## config.mk

```make
export PLATFORM = sky130hd
export DESIGN_NAME = mem_dump_ctrl
export DESIGN_NICKNAME = d
export VERILOG_FILES = /design/src/rtl/mem_dump_ctrl.sv
export SDC_FILE = /design/constraint.sdc
export NUM_CORES = 1
export LEC_CHECK = 0
export CAP_MARGIN = 20
export CORE_MARGIN = 8
export CORE_UTILIZATION = 44
export CTS_CLUSTER_SIZE = 30
export DETAILED_ROUTE_END_ITERATION = 10
export PLACE_DENSITY = 0.7
export SLEW_MARGIN = 20
export SYNTH_ARGS = -nofsm -noshare
export SYNTH_HDL_FRONTEND = slang
export SYNTH_SLANG_ARGS = --single-unit
```

## constraint.sdc

```tcl
create_clock -name clock_50_b7a -period 2.3 [get_ports clock_50_b7a]
set_input_delay 0.46 -clock clock_50_b7a [delete_from_list [all_inputs] [get_ports clock_50_b7a]]
set_output_delay 0.46 -clock clock_50_b7a [all_outputs]
set_load 0.01 [all_outputs]
```

## src/rtl/mem_dump_ctrl.sv

```systemverilog
// mem_dump_ctrl: runs the CPU for RUN_CYCLES, then streams a window of RAM words out over valid/ready
module mem_dump_ctrl #(
    parameter int          ADDR_W     = 8,
    parameter int          DATA_W     = 16,
    parameter int unsigned RUN_CYCLES = 20,
    parameter int          DUMP_BASE  = 0,
    parameter int          DUMP_COUNT = 9,
    parameter int          RD_LATENCY = 1
) (
    input  logic              clock_50_b7a,
    input  logic              reset,
    input  logic              start,
    input  logic              abort,
    output logic              cpu_run,
    output logic              mem_rd_en,
    output logic [ADDR_W-1:0] mem_addr,
    input  logic [DATA_W-1:0] mem_rd_data,
    output logic              dump_valid,
    input  logic              dump_ready,
    output logic [ADDR_W-1:0] dump_addr,
    output logic [DATA_W-1:0] dump_data,
    output logic              dump_last,
    output logic              busy,
    output logic              done,
    output logic [31:0]       cycle_count
);
    localparam int                WL_W    = ADDR_W + 1;
    localparam logic [ADDR_W-1:0] BASE    = ADDR_W'(DUMP_BASE);
    localparam logic [WL_W-1:0]   COUNT   = WL_W'(DUMP_COUNT);
    localparam logic [WL_W-1:0]   ONE     = WL_W'(1);
    localparam logic [2:0]        LAT_END = 3'(RD_LATENCY - 1);
    localparam logic [31:0]       RUN_END = RUN_CYCLES - 1;

    typedef enum logic [2:0] {IDLE, RUN, READ, WAIT, OUT, DONE} state_t;

    state_t            state_q, state_d;
    logic [ADDR_W-1:0] addr_q, addr_d;
    logic [WL_W-1:0]   words_left_q, words_left_d;
    logic [2:0]        lat_q, lat_d;
    logic [31:0]       cycle_count_q, cycle_count_d;
    logic              cpu_run_q, cpu_run_d;
    logic              mem_rd_en_q, mem_rd_en_d;
    logic [ADDR_W-1:0] mem_addr_q, mem_addr_d;
    logic              dump_valid_q, dump_valid_d;
    logic [ADDR_W-1:0] dump_addr_q, dump_addr_d;
    logic [DATA_W-1:0] dump_data_q, dump_data_d;
    logic              dump_last_q, dump_last_d;
    logic              busy_q, busy_d;
    logic              done_q, done_d;

    // Sequencing, counters, and output values decoded from the next state so outputs stay registered
    always_comb begin
        state_d       = state_q;
        addr_d        = addr_q;
        words_left_d  = words_left_q;
        lat_d         = lat_q;
        cycle_count_d = cycle_count_q;
        if (abort) state_d = IDLE;
        else case (state_q)
            IDLE, DONE: if (start) begin
                state_d       = RUN;
                cycle_count_d = '0;
                addr_d        = BASE;
                words_left_d  = COUNT;
            end
            RUN: begin
                cycle_count_d = cycle_count_q + 32'd1;
                if (cycle_count_q == RUN_END) state_d = (DUMP_COUNT == 0) ? DONE : READ;
            end
            READ: begin
                state_d = WAIT;
                lat_d   = '0;
            end
            WAIT: if (lat_q == LAT_END) state_d = OUT; else lat_d = lat_q + 3'd1;
            OUT: if (dump_ready) begin
                addr_d       = addr_q + ADDR_W'(1);
                words_left_d = words_left_q - ONE;
                state_d      = (words_left_q == ONE) ? DONE : READ;
            end
            default: state_d = IDLE;
        endcase
        cpu_run_d    = state_d == RUN;
        mem_rd_en_d  = state_d == READ;
        mem_addr_d   = (state_d == READ) ? addr_d : '0;
        dump_valid_d = state_d == OUT;
        dump_addr_d  = (state_d != OUT) ? '0 : (state_q == OUT) ? dump_addr_q : addr_q;
        dump_data_d  = (state_d != OUT) ? '0 : (state_q == OUT) ? dump_data_q : mem_rd_data;
        dump_last_d  = (state_d == OUT) && ((state_q == OUT) ? dump_last_q : words_left_q == ONE);
        busy_d       = state_d inside {RUN, READ, WAIT, OUT};
        done_d       = state_d == DONE;
    end

    // State register; reset drops every output at once so no handshake can complete
    always_ff @(posedge clock_50_b7a or negedge reset) begin
        if (!reset) begin
            state_q       <= IDLE;
            addr_q        <= BASE;
            words_left_q  <= COUNT;
            lat_q         <= '0;
            cycle_count_q <= '0;
            cpu_run_q     <= 1'b0;
            mem_rd_en_q   <= 1'b0;
            mem_addr_q    <= '0;
            dump_valid_q  <= 1'b0;
            dump_addr_q   <= '0;
            dump_data_q   <= '0;
            dump_last_q   <= 1'b0;
            busy_q        <= 1'b0;
            done_q        <= 1'b0;
        end else begin
            state_q       <= state_d;
            addr_q        <= addr_d;
            words_left_q  <= words_left_d;
            lat_q         <= lat_d;
            cycle_count_q <= cycle_count_d;
            cpu_run_q     <= cpu_run_d;
            mem_rd_en_q   <= mem_rd_en_d;
            mem_addr_q    <= mem_addr_d;
            dump_valid_q  <= dump_valid_d;
            dump_addr_q   <= dump_addr_d;
            dump_data_q   <= dump_data_d;
            dump_last_q   <= dump_last_d;
            busy_q        <= busy_d;
            done_q        <= done_d;
        end
    end

    assign cpu_run     = cpu_run_q;
    assign mem_rd_en   = mem_rd_en_q;
    assign mem_addr    = mem_addr_q;
    assign dump_valid  = dump_valid_q;
    assign dump_addr   = dump_addr_q;
    assign dump_data   = dump_data_q;
    assign dump_last   = dump_last_q;
    assign busy        = busy_q;
    assign done        = done_q;
    assign cycle_count = cycle_count_q;
endmodule

```

* Word level (Yosys, flattened, before mapping)
Cells that the tools add are included.
Word-level totals: register bits 93, input port bits 21, output and inout bits 70, logic and storage cells 71
Operators by class: $add $sub $neg 4, eq/ne operators 17, multiplexer cells 24, bitwise gates (word level) 1, reduce and logical (&&, ||, !) cells 11
Operators by type and width (number):
- 32-bit one-hot mux with 2 select lines | 1
- 8-bit 2-to-1 mux | 6
- 32-bit by 1-bit adder with 32-bit output, second input constant | 1
- 32-bit by 5-bit equality test with 1-bit output, second input constant | 1
- 16-bit 2-to-1 mux | 2
- 32-bit 2-to-1 mux | 1
- 3-bit 2-to-1 mux | 7
- 9-bit 2-to-1 mux | 2
- 9-bit one-hot mux with 2 select lines | 1
- 8-bit one-hot mux with 2 select lines | 1
- 3-bit one-hot mux with 5 select lines | 1
- 3-bit by 2-bit equality test with 1-bit output, second input constant | 4
- 3-bit equality test, second input constant | 4
- 9-bit by 1-bit equality test with 1-bit output, second input constant | 1
- 9-bit by 1-bit subtractor with 9-bit output, second input constant | 1
- 8-bit by 1-bit adder with 8-bit output, second input constant | 1
- 2-bit != test, second input constant | 4
- 3-bit by 1-bit equality test with 1-bit output, second input constant | 2
- 3-bit zero test | 2
- 3-bit one-hot mux with 2 select lines | 1
- 3-bit AND reduction | 2
- 2-bit nonzero test | 3
- 4-bit AND reduction | 1
- 4-bit nonzero test | 1
- 6 further kinds | 6

* Longest topological paths before layout
Gate-level depths: netlist of run 1.
depth after elaboration 7, depth in mapped cells 8

* Least setup slack after synthesis of run 1
Ideal clock, no wire load.
kind flip-flop to flip-flop, start point register words_left_q[0], end point register mem_addr_q[3] (netlist: mem_addr[3]), setup time 0.147 ns, data arrival time 1.833 ns, required time 2.153 ns, setup slack 0.320 ns, cell stages (with the launch flop) 7, buffers on the path 0, cell sequence dfstp_2 ha_1 or4b_1 or2_1 o211ai_1 o21bai_2 a311oi_1
On the way: cells in the longest elaborated chain, start to end 7
Ends and longest elaborated chain:
- start, declared | line 38 | logic [WL_W-1:0] words_left_q, words_left_d;
- start signal, assigned | line 113 | words_left_q <= words_left_d;
- 9-bit by 1-bit equality test with 1-bit output | line 78 | state_d = (words_left_q == ONE) ? DONE : READ;
- 3-bit 2-to-1 mux | line 78
- 3-bit 2-to-1 mux | line 75 | OUT: if (dump_ready) begin
- 3-bit one-hot mux with 5 select lines | line 59 | else case (state_q)
- 3-bit 2-to-1 mux | line 58 | if (abort) state_d = IDLE;
- 3-bit by 2-bit equality test with 1-bit output | line 84 | mem_addr_d = (state_d == READ) ? addr_d : '0;
- 8-bit 2-to-1 mux | line 84
- via mem_addr_d[3] | line 43 | logic [ADDR_W-1:0] mem_addr_q, mem_addr_d;
- end signal, assigned | line 118 | mem_addr_q <= mem_addr_d;
- end, declared | line 43
The timed path passes the listed nets, and every way through them passes these cells. A chain may end at the register's enable or synchronous reset.

* Worst setup path after layout of run 1
start point register words_left_q[0], end point register mem_addr_q[4] (netlist: mem_addr[4])
The elaborated chain is that of the path after synthesis.

==> results_dict.tcl, run 1 <==
set metrics [dict create \
    grt_pass1_wl_um 19840 \
    critPathMaxFanout 6 \
    setup_viol_count_final 0 \
    die_w_um 118.3 \
    grt_usage_pct 17.01 \
    hold_path.class "flop to flop" \
    worst_ep_required_time_ps 2570 \
    numPortBuffers 90 \
    rows 37 \
    hpwl_um 8390 \
    antenna_left 0 \
    slew_headroom_pct 68.21 \
    io_pins 91 \
    max-vdd-ir-drop_v 0.0003421 \
    dpl-instance-area_um2 5799 \
    insertion_delay_ps 360 \
    period_share_pct 96.27 \
    gp_congestion 0.8669 \
    first_global_vias 3979 \
    path_buf_inv 1 \
    async_reset_ff_share_pct 100.0 \
    stdcell_area_um2 6056 \
    synth-edff-count 0 \
    wl_um 11610 \
    start_kind "flop" \
    p_per_area_nw_per_um2 533.1 \
    route.vias.total 3917 \
    final_nets 613 \
    numCtsBuffers 9 \
    grt_antenna_before_repair 0 \
    avgSynthCellArea_um2 9.638 \
    dieArea_um2 14000 \
    tightest_slew_ps 464.8 \
    firstDrtPassIters 5 \
    synth_warnings 0 \
    wire_per_inst_um 15.97 \
    ys_seq_area_share_pct 50.57 \
    syn_inst 478 \
    end_kind "flop" \
    cp.arrival_ps 2480 \
    tritoncts "yes" \
    synth_fp_nets 505 \
    viasPerCell 5.388 \
    leakage_uw 0.002651 \
    synthToLayoutAreaGrowth_pct 31.45 \
    drt-initial-drc-count 196 \
    drc 0 \
    dp.cells 709 \
    path_cells "ha_1 > or4b_1 > or2_1 > o211ai_1 > o21bai_4 > buf_4 > nor2b_1" \
    htree_num_levels 3 \
    fin_crit_ps 2214 \
    wl_met1_um 5210 \
    mostFrequentLayoutCell "dfrtp_1" \
    clockRootBuffer "clkbuf_8" \
    stdcell_count 727 \
    clkSlewWorstSetupHoldPaths_ps 100 \
    skew_ps 11.43 \
    final_cell_mix "dfrtp_1, clkdlybuf4s50_1, nand2_1" \
    syn_area_um2 4607 \
    max_stage_delay_ps 590 \
    status "complete, no violations" \
    die_h_um 118.3 \
    ctsLongestPathBuffers 2 \
    drive_gt1_share_pct 11.84 \
    drv_cap 0 \
    antenna_cells 0 \
    start_util_pct 45.03 \
    cts_num_sinks 93 \
    grt_max_degree 52 \
    n_fill_cell 897 \
    slew_violations 0 \
    dr_wl_met2_um 5361 \
    clock.fmax_ghz 0.4517 \
    slowest_stage "dfstp_2" \
    top_layer_used "met4" \
    path_class "flop to flop" \
    ys_ff_latch 93 \
    route.met3.wl_um 887 \
    core_um2 10230 \
    ys.flop_type "dfrtp_1" \
    cpLargestDelayFamily "simple AND/OR/NAND/NOR gates" \
    synth_cell_type_count 68 \
    fin_util_pct 59.19 \
    grt_overflow 0 \
    finalHoldViolCount 0 \
]
==> sequential cells by signal, indices dropped and copies added, names as in the netlist, 3 cells and up <==
register	count
cycle_count	32
words_left_q	9
addr_q	8
lat_q	3
dump_addr	8
state_q	3
dump_data	16
mem_addr	8
==> Yosys cell counts (2+ instances only) <==
master | instances | area (um^2)
and3_1 | 10 | 62.56
buf_1 | 2 | 7.510
dfstp_2 | 2 | 52.55
o2111ai_1 | 2 | 17.52
clkbuf_1 | 11 | 41.29
o211ai_1 | 3 | 22.52
ha_1 | 6 | 75.07
inv_1 | 10 | 37.54
a22o_1 | 2 | 17.52
xnor2_1 | 3 | 26.28
buf_6 | 4 | 45.04
nand4_1 | 30 | 187.7
nand2b_1 | 2 | 12.51
a21oi_1 | 37 | 185.2
xor2_1 | 24 | 210.2
or4_1 | 3 | 22.52
nor3_1 | 7 | 35.03
or2_2 | 2 | 12.51
a31oi_1 | 5 | 31.28
buf_2 | 6 | 30.03
inv_2 | 2 | 7.510
buf_4 | 2 | 15.01
and2_1 | 4 | 25.02
nor4_1 | 9 | 56.30
nand3_1 | 8 | 40.04
nor2_1 | 40 | 150.1
o21ai_0 | 16 | 80.08
and4_1 | 4 | 35.03
nand2_1 | 76 | 285.3
nor4b_1 | 3 | 26.28
or3_1 | 8 | 50.05
a211o_1 | 3 | 26.28
nor2b_1 | 7 | 43.79
dfrtp_1 | 91 | 2277
==> power by group <==
| part | internal (uW) | switching (uW) |
|---|---|---|
| clock | 628 | 609 |
| combinational | 137 | 161 |
| sequential | 1660 | 30.3 |
==> cells by family after synthesis <==
kind of cell	share of synthesized area, %
buf+inv	3.992
mux	0.4617
fa+ha+maj	1.630
compound gates	11.35
xor+xnor	5.133
simple gates	26.86
flops	50.57
==> worst min-delay path: cells and delay by family, from the launching register on <==
kind             cells  cell delay, ps
AND/OR/NAND/NOR      1              50
AO/OA/AOI/OAI        1              70
flip-flops           1             390
==> repair_timing <==
| item | CTS | global route |
|---|---|---|
| hold buffers | 1 | 0 |
| endpoints found under the setup margin | 0 | 8 |
| gates resized for setup | 0 | 2 |
| buffers inserted | 0 | 1 |
| endpoints found under the hold margin | 23 | 0 |
==> routing by layer <==
metal / track usage, % / up-vias
li1: - / 1900
met1: 21.80 / 1876
met2: 26.75 / 127
met3: 5.616 / 14
met4: 5.204 / 0
met5: 0 / -
==> final timing paths <==
check | slack (ps) | to | startpoint | cells past startpoint
worst max register to register | 90 | mem_addr[4] | words_left_q[0] | 7
worst max-delay path | 90 | mem_addr[4] | words_left_q[0] | 7
worst min register to register | 500 | words_left_q[3] | words_left_q[3] | 2
max in group asynchronous | 1140 | words_left_q[0] | reset | 3
min in group asynchronous | 530 | mem_rd_en | reset | 2
worst min-delay path | 500 | words_left_q[3] | words_left_q[3] | 2
==> area by class of cell <==
cell class / instances / area (um^2) / area share [%]
Clock buffer: 9 / 123.9 / 2.045
Clock inverter: 7 / 102.6 / 1.694
Inverter: 12 / 45.04 / 0.7438
Multi-Input combinational cell: 348 / 2106 / 34.77
Sequential cell: 93 / 2330 / 38.47
Tap cell: 136 / 170.2 / 2.810
Timing Repair Buffer: 122 / 1179 / 19.46
==> per-stage QoR <==
| step | setup WS (ps) | power [uW] | hold slack [ps] | TNS [ps] |
|---|---|---|---|---|
| after global placement | 71.88 | 2018 | 379.2 | 0 |
| after detailed placement | -26.62 | 2022 | 385.4 | -26.62 |
| final | 85.90 | 3228 | 502.5 | 0 |
| after floorplan | 320.4 | 1860 | 164.4 | 0 |
| after global routing | -17.70 | 3380 | 519.9 | -78.06 |
| after CTS | 49.06 | 3269 | 502.3 | 0 |
No activity file was read; power rests on OpenSTA's default activity.
==> run 2: changes to the inputs <==
Settings changed: GPL_ROUTABILITY_DRIVEN set to 0.
==> results_dict.tcl, run 2 (synthesis gave the netlist of run 1 again) <==
set metrics [dict create \
    slew_violations 0 \
    cts_hold_buf 0 \
    drc 0 \
    end_kind "flop" \
    critPathMaxFanout 6 \
    skew_ps 16.77 \
    rsz0062_at_grt "no" \
    drive_gt1_share_pct 11.71 \
    cp.arrival_ps 2470 \
    route.vias.total 3974 \
    insertion_delay_ps 370 \
    grt_usage_pct 16.73 \
    clkSlewWorstSetupHoldPaths_ps 100 \
    die_w_um 118.3 \
    grt_max_degree 61 \
    numPortBuffers 90 \
    rrSetupSlack_ps 90 \
    cts_setup_buffers 0 \
    wl_um 11710 \
    tritoncts "yes" \
    stdcell_count 725 \
    ctsLongestPathBuffers 2 \
    antenna_cells 0 \
    clockRootBuffer "clkbuf_8" \
    leakage_uw 0.002631 \
    io_pins 91 \
    final_nets 611 \
    largest_reg_flops 32 \
    htree_num_levels 3 \
    rr_worst_depth 7 \
    start_kind "flop" \
    drt-initial-drc-count 209 \
    dp.cells 709 \
    slew_headroom_pct 67.86 \
    dieArea_um2 14000 \
    path_class "flop to flop" \
    numCtsBuffers 9 \
    post_cts_resized 0 \
    die_h_um 118.3 \
    viasPerCell 5.481 \
    core_um2 10230 \
    status "complete, no violations" \
    p_per_area_nw_per_um2 523.7 \
    antenna_left 0 \
    grt_overflow 0 \
    tightest_slew_ps 470.0 \
    start_util_pct 45.03 \
    hold_path.class "primary input to asynchronous set/reset pin" \
    finalSetupTns_ps 0 \
    period_share_pct 96.03 \
    reg2reg_to "mem_addr[5]" \
    rows 37 \
    clock.fmax_ghz 0.4528 \
    cts_num_sinks 93 \
    finalHoldViolCount 0 \
    wire_per_inst_um 16.15 \
    fin_crit_ps 2209 \
    drv_cap 0 \
    worst_ep_required_time_ps 2560 \
    reg2reg_from "words_left_q[0]" \
    setup_viol_count_final 0 \
    first_global_vias 4046 \
    final_cell_mix "dfrtp_1, clkdlybuf4s50_1, nand2_1" \
    power_uw 3151 \
    hpwl_um 8356 \
    grt_pass1_wl_um 19620 \
    synthToLayoutAreaGrowth_pct 30.61 \
    grt_antenna_before_repair 0 \
    max-vdd-ir-drop_v 0.0002613 \
    mostFrequentLayoutCell "dfrtp_1" \
    firstDrtPassIters 5 \
]
## run 2: per-stage QoR
stage	utilization [%]	instance area, um^2	worst slack (ps)	hold WS [ps]
after global routing	58.81	6017	9.420	44.83
final	58.81	6017	91.39	35.29
after floorplan	-	4607	320.4	164.4
after CTS	58.69	6005	82.55	39.37
after detailed placement	56.56	5787	13.34	434.8
after global placement	56.56	5787	73.09	427.9
## run 2: metal layers
| layer | global-route usage (%) | up-vias | share of wire (%) |
|---|---|---|---|
| li1 | - | 1901 | - |
| met1 | 20.81 | 1942 | 46 |
| met2 | 27.50 | 120 | 47 |
| met3 | 5.664 | 11 | 6.7 |
| met4 | 3.923 | 0 | 0.79 |
| met5 | 0 | - | 0 |
## run 2: power by group
| group | internal (uW) | total, uW | switching (uW) | leakage [uW] |
|---|---|---|---|---|
| Clock | 551 | 1170 | 615 | 0.000106 |
| Sequential | 1660 | 1690 | 30.5 | 0.00129 |
| Combinational | 129 | 292 | 162 | 0.00124 |
| Total | 2340 | 3150 | 808 | 0.00263 |
## run 2: cell type report
cell class                      count  area, um^2
Sequential cell                    93        2330
Clock buffer                       10       137.6
Tap cell                          136       170.2
Fill cell                         892        4214
Clock inverter                      6       80.08
Inverter                           12       45.04
Multi-Input combinational cell    348        2106
Timing Repair Buffer              120        1149
## run 2: worst max-delay path by stage
stage                           end       startpoint  cells past startpoint
floorplan               mem_addr[3]  words_left_q[0]                      6
global placement    words_left_q[4]            abort                      7
detailed placement  cycle_count[22]            abort                      6
CTS                     mem_addr[4]  words_left_q[0]                      7
global route           dump_data[9]  words_left_q[0]                      6
finish                  mem_addr[5]  words_left_q[0]                      7
## run 2: worst max-delay path, stage by stage (launching register included)
cell	delay [ps]
dfstp_2	590
ha_1	140
or4b_1	480
or2_1	270
o211ai_1	230
o21bai_4	190
buf_4	160
nor2b_1	50
==> run 3: changes to the inputs <==
Settings changed: MAX_ROUTING_LAYER set to met4, PLACE_DENSITY 0.7 to 0.69.
==> results_dict.tcl, run 3 (synthesis gave the netlist of run 1 again) <==
set metrics [dict create \
    io_pins 91 \
    reg2reg_to "mem_addr[1]" \
    period_share_pct 94.68 \
    finalHoldViolCount 0 \
    hold_path.class "primary input to asynchronous set/reset pin" \
    worst_ep_required_time_ps 2540 \
    dp.cells 704 \
    final_cell_mix "dfrtp_1, clkdlybuf4s50_1, nand2_1" \
    start_util_pct 45.03 \
    core_um2 10230 \
    clkSlewWorstSetupHoldPaths_ps 100 \
    insertion_delay_ps 360 \
    status "complete, no violations" \
    largest_reg_flops 32 \
    drc 0 \
    clock.fmax_ghz 0.4592 \
    die_w_um 118.3 \
    skew_ps 9.516 \
    antenna_cells 0 \
    numPortBuffers 90 \
    cts_setup_buffers 0 \
    stdcell_count 720 \
    cts_hold_buf 0 \
    htree_num_levels 3 \
    grt_max_degree 41 \
    switching_power_uw 794.5 \
    mostFrequentLayoutCell "dfrtp_1" \
    die_h_um 118.3 \
    rrSetupSlack_ps 120 \
    synthToLayoutAreaGrowth_pct 30.66 \
    cts_num_sinks 93 \
    wire_per_inst_um 15.78 \
    grt_pass1_wl_um 19390 \
    drive_gt1_share_pct 10.79 \
    final_nets 606 \
    start_kind "flop" \
    drt-initial-drc-count 198 \
    antenna_left 0 \
    rsz0062_at_grt "no" \
    slew_violations 0 \
    hpwl_um 8087 \
    timing.final.ws_setup_ps 122.4 \
    ctsLongestPathBuffers 2 \
    p_per_area_nw_per_um2 556.1 \
    setup_viol_count_final 0 \
    route.vias.total 3897 \
    stdcell_area_um2 6020 \
    wl_um 11360 \
    dieArea_um2 14000 \
    crit_end "mem_addr[1]" \
    clockRootBuffer "clkbuf_8" \
    rr_worst_depth 6 \
    grt_overflow 0 \
    internal_power_uw 2553 \
    power_uw 3347 \
    grt_usage_pct 16.87 \
    tritoncts "yes" \
    first_global_vias 3934 \
    seqPwrFrac_pct 50.7 \
    reg2reg_from "words_left_q[0]" \
    cp.arrival_ps 2420 \
    fin_crit_ps 2178 \
    tightest_slew_ps 473.6 \
    firstDrtPassIters 4 \
    critPathMaxFanout 9 \
    drv_cap 0 \
    post_cts_resized 0 \
    leakage_uw 0.002620 \
    switching_share_pct 23.73 \
    viasPerCell 5.413 \
    slew_headroom_pct 67.61 \
    dpl-instance-area_um2 5749 \
    path_class "flop to flop" \
    comb_power_share_pct 8.4 \
    power.share.clock_pct 40.8 \
    end_kind "flop" \
    finalSetupTns_ps 0 \
    rows 37 \
    numCtsBuffers 9 \
    grt_antenna_before_repair 0 \
    max-vdd-ir-drop_v 0.0003246 \
    crit_start "words_left_q[0]" \
    dp_slack_ps -9.100 \
]
[run 3: cell types whose count changed in the layout (fill, tap and decap cells not counted), sizes merged]
cell / before / now
buf: 31 / 26
clkinv: 2 / 1
clkinvlp: 1 / 0
bufinv: 1 / 3
[run 3: how the worst min path moves through the flow]
stage                      from           to  slack, ps  depth (start not counted)
after floorplan           reset    addr_q[0]        160                          0
after global placement    reset    mem_rd_en        460                          1
after detailed placement  reset    mem_rd_en        470                          1
after CTS                 reset    mem_rd_en         70                          1
after global routing      reset  mem_addr[7]         90                          1
final                     reset    mem_rd_en         50                          1
[run 3: critical path: stages (launching register included)]
cell and delay, ps:
dfstp_2 590, ha_1 150, or4b_1 500, or2_1 270, o211ai_1 220, o21bai_4 230
nor2b_1 100
[run 3: layer usage]
metal | wire length, um | share of wire [%] | global-route usage (%) | vias up
li1 | - | - | - | 1888
met1 | 5325 | 47 | 21.77 | 1883
met2 | 5222 | 46 | 25.65 | 112
met3 | 652 | 5.7 | 4.093 | 14
met4 | 163 | 1.4 | 5.364 | 0
met5 | 0 | 0 | - | -
[run 3: power groups by stage]
| stage | clock [uW] | combinational [uW] | sequential, uW |
|---|---|---|---|
| floorplan | 0 | 136 | 1720 |
| global route | 1450 | 316 | 1700 |
| detailed placement | 0 | 282 | 1730 |
| global placement | 0 | 278 | 1730 |
| finish | 1370 | 282 | 1700 |
| CTS | 1390 | 284 | 1700 |
[run 3: cell type report]
| type | count | area (um^2) |
|---|---|---|
| Multi-Input combinational cell | 348 | 2110 |
| Fill cell | 905 | 4212 |
| Timing Repair Buffer | 115 | 1111 |
| Clock inverter | 6 | 116.4 |
| Inverter | 12 | 45.04 |
| Tap cell | 136 | 170.2 |
| Clock buffer | 10 | 137.6 |
| Sequential cell | 93 | 2330 |
[run 3: through the flow]
step | utilization [%] | hold WS [ps]
2_1_floorplan | - | 164.4
3_3_place_gp | 56.19 | 459.5
3_5_place_dp | 56.19 | 465.6
4_1_cts | 58.68 | 68.76
5_1_grt | 58.84 | 93.33
6_report | 58.84 | 52.73
